==> src/rtl/node_pkg.sv <==
// Shared types and helpers for the skid-buffer pipeline node.
package node_pkg;

    typedef enum logic [1:0] {
        EMPTY = 2'd0,
        BUSY  = 2'd1,
        FULL  = 2'd2
    } skid_state_e;

    // Width needed to count 0 .. 2*stages stored beats
    function automatic int occ_w(input int stages);
        return $clog2(2 * stages + 1);
    endfunction

endpackage

==> src/rtl/node_skid_stage.sv <==
// One skid-buffer stage: main + skid register, every output taken from a flop.
// Both handshake directions are registered, so chaining stages never builds a comb path.
module node_skid_stage
    import node_pkg::*;
#(
    parameter int WIDTH = 32
) (
    input  logic             clk,
    input  logic             rst_n,
    input  logic             flush,
    input  logic [WIDTH-1:0] i_data,
    input  logic             i_valid,
    output logic             o_ready,
    output logic [WIDTH-1:0] o_data,
    output logic             o_valid,
    input  logic             i_ready
);

    skid_state_e      r_state;
    logic [WIDTH-1:0] r_main;
    logic [WIDTH-1:0] r_skid;
    logic             w_in_fire;
    logic             w_out_fire;

    assign o_ready    = (r_state != FULL);
    assign o_valid    = (r_state != EMPTY);
    assign o_data     = r_main;
    assign w_in_fire  = i_valid & o_ready;
    assign w_out_fire = o_valid & i_ready;

    always_ff @(posedge clk) begin
        if (!rst_n) begin
            r_state <= EMPTY;
            r_main  <= '0;
            r_skid  <= '0;
        end else begin
            case (r_state)
                EMPTY: begin
                    if (w_in_fire) begin
                        r_state <= BUSY;
                        r_main  <= i_data;
                    end
                end
                BUSY: begin
                    if (w_in_fire && !w_out_fire) begin
                        r_state <= FULL;
                        r_skid  <= i_data;
                    end else if (w_in_fire && w_out_fire) begin
                        r_main  <= i_data;
                    end else if (w_out_fire) begin
                        r_state <= EMPTY;
                    end
                end
                FULL: begin
                    if (w_out_fire) begin
                        r_state <= BUSY;
                        r_main  <= r_skid;
                    end
                end
                default: r_state <= EMPTY;
            endcase
            // Flush drops every stored beat and any beat arriving this cycle; data regs keep contents
            if (flush) begin
                r_state <= EMPTY;
            end
        end
    end

endmodule

==> src/rtl/node_skid_pipe.sv <==
// Chain of STAGES skid stages between an upstream and a downstream valid/ready link.
// Optional occupancy / stall statistics when NODE_SKID_PIPE_STATS_EN is defined.
module node_skid_pipe
    import node_pkg::*;
#(
    parameter int WIDTH  = 32,
    parameter int STAGES = 2
) (
    input  logic                         clk,
    input  logic                         rst_n,
    input  logic                         flush,
    input  logic [WIDTH-1:0]             data_in,
    input  logic                         valid_up_in,
    output logic                         ready_up_out,
    output logic [WIDTH-1:0]             data_out,
    output logic                         valid_down_out,
    input  logic                         ready_down_in
`ifdef NODE_SKID_PIPE_STATS_EN
    ,
    output logic [occ_w(STAGES)-1:0]     occupancy,
    output logic [31:0]                  stall_cnt
`endif
);

    logic [STAGES:0]  w_valid;
    logic [STAGES:0]  w_ready;
    logic [WIDTH-1:0] w_data [STAGES+1];

    assign w_valid[0]      = valid_up_in;
    assign w_data[0]       = data_in;
    assign w_ready[STAGES] = ready_down_in;

    genvar k;
    generate
        for (k = 0; k < STAGES; k++) begin : g_stage
            node_skid_stage #(
                .WIDTH (WIDTH)
            ) u_stage (
                .clk     (clk),
                .rst_n   (rst_n),
                .flush   (flush),
                .i_data  (w_data[k]),
                .i_valid (w_valid[k]),
                .o_ready (w_ready[k]),
                .o_data  (w_data[k+1]),
                .o_valid (w_valid[k+1]),
                .i_ready (w_ready[k+1])
            );
        end
    endgenerate

    // Ready is held low while reset is asserted, before the state flops are known
    assign ready_up_out   = w_ready[0] & rst_n;
    assign valid_down_out = w_valid[STAGES];
    assign data_out       = w_data[STAGES];

`ifdef NODE_SKID_PIPE_STATS_EN
    localparam int OCC_W = occ_w(STAGES);

    function automatic logic [31:0] sat_inc(input logic [31:0] v);
        return (&v) ? v : v + 32'd1;
    endfunction

    logic [OCC_W-1:0] r_occ;
    logic [31:0]      r_stall;
    logic             w_up_fire;
    logic             w_down_fire;

    assign w_up_fire   = valid_up_in & ready_up_out;
    assign w_down_fire = valid_down_out & ready_down_in;

    always_ff @(posedge clk) begin
        if (!rst_n || flush) begin
            r_occ   <= '0;
            r_stall <= '0;
        end else begin
            r_occ <= r_occ + OCC_W'(w_up_fire) - OCC_W'(w_down_fire);
            if (valid_down_out && !ready_down_in) begin
                r_stall <= sat_inc(r_stall);
            end
        end
    end

    assign occupancy = r_occ;
    assign stall_cnt = r_stall;
`endif

endmodule

==> config.mk <==
export PLATFORM = sky130hd
export DESIGN_NAME = node_skid_pipe
export DESIGN_NICKNAME = d
export VERILOG_FILES = /design/src/rtl/node_pkg.sv /design/src/rtl/node_skid_stage.sv /design/src/rtl/node_skid_pipe.sv
export SDC_FILE = /design/constraint.sdc
export NUM_CORES = 1
export LEC_CHECK = 0
export CAP_MARGIN = 20
export CORE_MARGIN = 4
export CORE_UTILIZATION = 55
export CTS_CLUSTER_DIAMETER = 60
export DETAILED_ROUTE_END_ITERATION = 6
export GPL_TIMING_DRIVEN = 0
export PLACE_DENSITY_LB_ADDON = 0.08
export SETUP_SLACK_MARGIN = 0.1
export SYNTH_ARGS = -nofsm -noshare
export SYNTH_HDL_FRONTEND = slang
export SYNTH_SLANG_ARGS = --single-unit
==> constraint.sdc <==
create_clock -name clk -period 4.8 [get_ports clk]
set_input_delay 1.2 -clock clk [delete_from_list [all_inputs] [get_ports clk]]
set_output_delay 1.2 -clock clk [all_outputs]
set_load 0.02 [all_outputs]
==> reports/qor.txt <==
FINAL LAYOUT
-----------------------------------------------------------------------------------------------
Final net count                                                                             760
Diode insertion count for antenna repair                                                      0
Ratio of cells with drive above 1 in the final layout                                    0.0666
Post-synthesis to final-layout area growth                                                25.4%

ROUTING
-----------------------------------------------------------------------------------------------
Total met2 wirelength after detailed routing                                            6830 µm
Wire per inst                                                                           16.1 µm
Drt pass-1 iters                                                                              6
M1 WL                                                                                   5830 µm
Total wire length                                                                     14,000 µm
Met3 Routed Length                                                                       890 µm
Highest routing layer actually used                                                        met4
Count of unresolved DRC violations after routing                                              0
Post-route antenna net violation count                                                        0
DRC violation total after the first TritonRoute iteration                                   300
Number of vias after detailed routing                                                     4,827
Vias per cell                                                                              5.58

CLOCK TREE
-----------------------------------------------------------------------------------------------
Clock tree root driver cell                                                        sky130_fd_sc_hd__clkbuf_8
Later-pin clock latency in the skew report                                              0.52 ns
Clock tree from TritonCTS                                                                   yes
Post_cts resized                                                                              0
Number of buffers added to fix hold violations after cts                                      0
Maximum root-to-sink buffer count                                                             2
Clock input transition at the sequential cells of the worst setup and hold paths        0.06 ns
Post-CTS setup buffer count                                                                   0
Number of levels the H-tree was split into                                                    4
Number of sinks driven by the clock tree                                                    132
Number of buffers added by the clock tree synthesis step                                     17

WORST SETUP PATH
-----------------------------------------------------------------------------------------------
Internal reg-to-reg setup slack                                                         2.79 ns
RR Endpoint                                                                        g_stage[0].u_stage.o_data[7]$_SDFFE_PN0P_
Maximum net fanout on the critical path                                                      10
Endpoint required time on the critical path                                             3.60 ns
Type of the setup path with the least slack                                           in -> out
Arrival time of data at the critical path endpoint                                      2.75 ns
Register-to-Register Path Depth                                                               6
Sort of element at the end of the critical path                                     output port
Setup crit start kind                                                              primary input
Capture point of the critical path                                                 ready_up_out
Crit-path max cell delay                                                                0.61 ns
Crit-path cells                                                                    clkbuf_1 > clkbuf_1 > and2_1 > clkdlybuf4s50_1
Library cell contributing the largest single delay on the critical path            sky130_fd_sc_hd__clkdlybuf4s50_1
Reg2reg start                                                                      g_stage[1].u_stage.r_state[1]$_SDFFE_PP0P_
Worst Setup SP                                                                            rst_n
Most frequent cell on the critical path                                            sky130_fd_sc_hd__clkbuf_1

YOSYS
-----------------------------------------------------------------------------------------------
Instance count of the mapped netlist                                                        635
Proportion of netlist area held by the largest area contributor                           0.488
Primary FF master, synth                                                           sky130_fd_sc_hd__dfxtp_1
Post-synthesis register bit count                                                           132
Synthesized area per cell                                                              8.52 µm²
Post-synthesis net count                                                                    672
Number of distinct library cells after synthesis                                             32
Number of flops mapped to enable cells by yosys                                               0
Share of synthesized flip-flops with an asynchronous set or reset                             0
Register area share after synthesis                                                       0.488
Dominant cell type by area after synthesis                                         sky130_fd_sc_hd__dfxtp_1
Combined area of all synthesized cells                                              0.00541 mm²
Yosys warns                                                                                   0
Largest cells by area after synthesis                                              sky130_fd_sc_hd__dfxtp_1 (49%), sky130_fd_sc_hd__nand2_1 (13%), sky130_fd_sc_hd__mux2i_1 (5.9%), sky130_fd_sc_hd__o211a_1 (5.9%), sky130_fd_sc_hd__a311oi_1 (5.2%)

GRT
-----------------------------------------------------------------------------------------------
Antenna violations before repair                                                              0
Grt total ovfl                                                                                0
Total global-route track usage                                                            0.251
First-pass GRT wire length                                                            22,900 µm
Maximum number of pins on one net before global-route repair                                 17
Vias in the first global route                                                            4,806

FLOORPLANNING
-----------------------------------------------------------------------------------------------
Initial Utilization                                                                       0.575
Placement row count                                                                          35
Overall die height                                                                       107 µm
Die Footprint                                                                        0.0115 mm²
Chip Width                                                                               107 µm
Number of top-level pins                                                                     71
Core Region                                                                         0.00942 mm²

TIMING
-----------------------------------------------------------------------------------------------
Fin crit share                                                                            0.823
Setup repair after global routing missed its margin                                       false
Total Negative Setup Slacks                                                                0 ns
Transition time of the tightest slew-check pin                                         0.590 ns
Setup Viol. Count Final                                                                       0
Maximum clock rate                                                                    0.253 GHz
Final critical path time including I/O delays and setup                                 3.95 ns
Layout Skew                                                                           0.0106 ns
Number of slew-limit violations in the final report                                           0
Hold Violations, Final                                                                        0
Hold slack final                                                                       0.450 ns
Slew margin rel.                                                                          0.603
Minimum setup slack in the final design                                                0.850 ns

PLACEMENT
-----------------------------------------------------------------------------------------------
Detailed placer's ending HPWL                                                           9940 µm
Port buffer count                                                                            69
Minimum setup slack after placement                                                    0.845 ns
Weighted congestion at the end of routability-driven global placement                     0.844

WORST HOLD PATH
-----------------------------------------------------------------------------------------------
HP Class                                                                             reg -> reg

PWR
-----------------------------------------------------------------------------------------------
Static leakage                                                                          2.72 nW
Power per standard cell area                                                         373 mW/mm²
Peak supply drop                                                                     0.000227 V

RUN
-----------------------------------------------------------------------------------------------
Maxcap violations                                                                             0

RUN STATUS
-----------------------------------------------------------------------------------------------
Run status                                                                            completed

## cells by family (layout without fill, tap and decap cells)
family | count (synthesis) | in the layout | synth area share
muxes | 32 | 32 | 0.0592
buffers and inverters | 58 | 159 | 0.0472
xor gates and xnor gates | 1 | 1 | 0.00162
DFF | 132 | 132 | 0.488
and+or+nand+nor | 245 | 245 | 0.178
AOI/OAI and AO/OA | 167 | 167 | 0.226
## state kept, by name, indices dropped and copies added (netlist names)
| name | flops |
|---|---|
| g_stage.u_stage.o_data | 64 |
| g_stage.u_stage.r_skid | 64 |
| g_stage.u_stage.r_state | 4 |
## cells in the final DEF, fill, tap and decap left out, types with 2 or more instances in the layout
| master | count |
|---|---|
| sky130_fd_sc_hd__clkinv_4 | 2 |
| sky130_fd_sc_hd__o211a_1 | 32 |
| sky130_fd_sc_hd__clkinv_2 | 3 |
| sky130_fd_sc_hd__dfxtp_1 | 132 |
| sky130_fd_sc_hd__nor2_1 | 37 |
| sky130_fd_sc_hd__clkdlybuf4s50_1 | 69 |
| sky130_fd_sc_hd__a311oi_1 | 32 |
| sky130_fd_sc_hd__buf_6 | 3 |
| sky130_fd_sc_hd__mux2i_1 | 32 |
| sky130_fd_sc_hd__nand2_1 | 193 |
| sky130_fd_sc_hd__a21boi_0 | 5 |
| sky130_fd_sc_hd__buf_2 | 9 |
| sky130_fd_sc_hd__o21ai_0 | 28 |
| sky130_fd_sc_hd__or2_2 | 2 |
| sky130_fd_sc_hd__nor2b_1 | 2 |
| sky130_fd_sc_hd__clkbuf_16 | 16 |
| sky130_fd_sc_hd__nand2b_1 | 5 |
| sky130_fd_sc_hd__clkinvlp_4 | 6 |
| sky130_fd_sc_hd__inv_6 | 3 |
| sky130_fd_sc_hd__clkbuf_1 | 44 |
| sky130_fd_sc_hd__a21boi_1 | 22 |
| sky130_fd_sc_hd__a21oi_1 | 39 |
| sky130_fd_sc_hd__o21ai_1 | 4 |
## through the flow
stage                     utilization  cell area [µm²]  total power, W  instances
after detailed placement        0.665             6260         0.00143        833
after global routing            0.721             6790         0.00261        865
after CTS                       0.721             6790         0.00255        865
after global placement          0.665             6260         0.00142        833
final                           0.721             6790         0.00253        865
after floorplan                     -             5410         0.00131        635
## per-layer routing
layer | vias up | track usage
li1 | 2366 | -
met1 | 2263 | 0.302
met2 | 163 | 0.428
met3 | 35 | 0.0518
met4 | 0 | 0.114
met5 | - | 0
## power by group
group          switching (W)  leakage, nW  internal (W)  total (W)
sequential         0.0000311         1.08       0.00114    0.00117
combinational       0.000123         1.41      0.000112   0.000235
clock               0.000494        0.240      0.000635    0.00113
total               0.000648         2.72       0.00188    0.00253
## Yosys cell counts, types with 2 or more instances
cell / number
sky130_fd_sc_hd__a21boi_0: 5
sky130_fd_sc_hd__a21boi_1: 22
sky130_fd_sc_hd__a21oi_1: 39
sky130_fd_sc_hd__a311oi_1: 32
sky130_fd_sc_hd__buf_2: 9
sky130_fd_sc_hd__buf_6: 3
sky130_fd_sc_hd__clkbuf_1: 43
sky130_fd_sc_hd__dfxtp_1: 132
sky130_fd_sc_hd__mux2i_1: 32
sky130_fd_sc_hd__nand2_1: 193
sky130_fd_sc_hd__nand2b_1: 5
sky130_fd_sc_hd__nor2_1: 37
sky130_fd_sc_hd__nor2b_1: 2
sky130_fd_sc_hd__o211a_1: 32
sky130_fd_sc_hd__o21ai_0: 28
sky130_fd_sc_hd__o21ai_1: 4
sky130_fd_sc_hd__or2_2: 2
## critical path, delay by kind of cell
kind / cells / cell delay [ns]
buf+inv: 3 / 1.35
simple gates: 1 / 0.20
## worst min path at each step
stage | startpoint | to | slack (ns) | cells after the start
6_report | g_stage[0].u_stage.r_skid[19]$_SDFFE_PN0P_ | g_stage[0].u_stage.r_skid[19]$_SDFFE_PN0P_ | 0.45 | 2
5_1_grt | g_stage[0].u_stage.r_skid[22]$_SDFFE_PN0P_ | g_stage[0].u_stage.r_skid[22]$_SDFFE_PN0P_ | 0.47 | 2
4_1_cts | g_stage[0].u_stage.r_skid[19]$_SDFFE_PN0P_ | g_stage[0].u_stage.r_skid[19]$_SDFFE_PN0P_ | 0.45 | 2
3_5_place_dp | g_stage[0].u_stage.r_skid[19]$_SDFFE_PN0P_ | g_stage[0].u_stage.r_skid[19]$_SDFFE_PN0P_ | 0.44 | 2
3_3_place_gp | g_stage[0].u_stage.r_skid[31]$_SDFFE_PN0P_ | g_stage[0].u_stage.r_skid[31]$_SDFFE_PN0P_ | 0.44 | 2
2_1_floorplan | g_stage[0].u_stage.r_skid[11]$_SDFFE_PN0P_ | g_stage[0].u_stage.r_skid[11]$_SDFFE_PN0P_ | 0.43 | 2
## area by class of cell
| class | count | area, µm² |
|---|---|---|
| clock inverter | 14 | 104 |
| sequential | 132 | 2640 |
| buffer | 56 | 248 |
| tap | 129 | 161 |
| inverter | 2 | 7.51 |
| fill | 760 | 2630 |
| multi-input combinational | 445 | 2510 |
| clock buffer | 18 | 418 |
| timing repair buffer | 69 | 691 |
(Power assumes the default switching activity.)
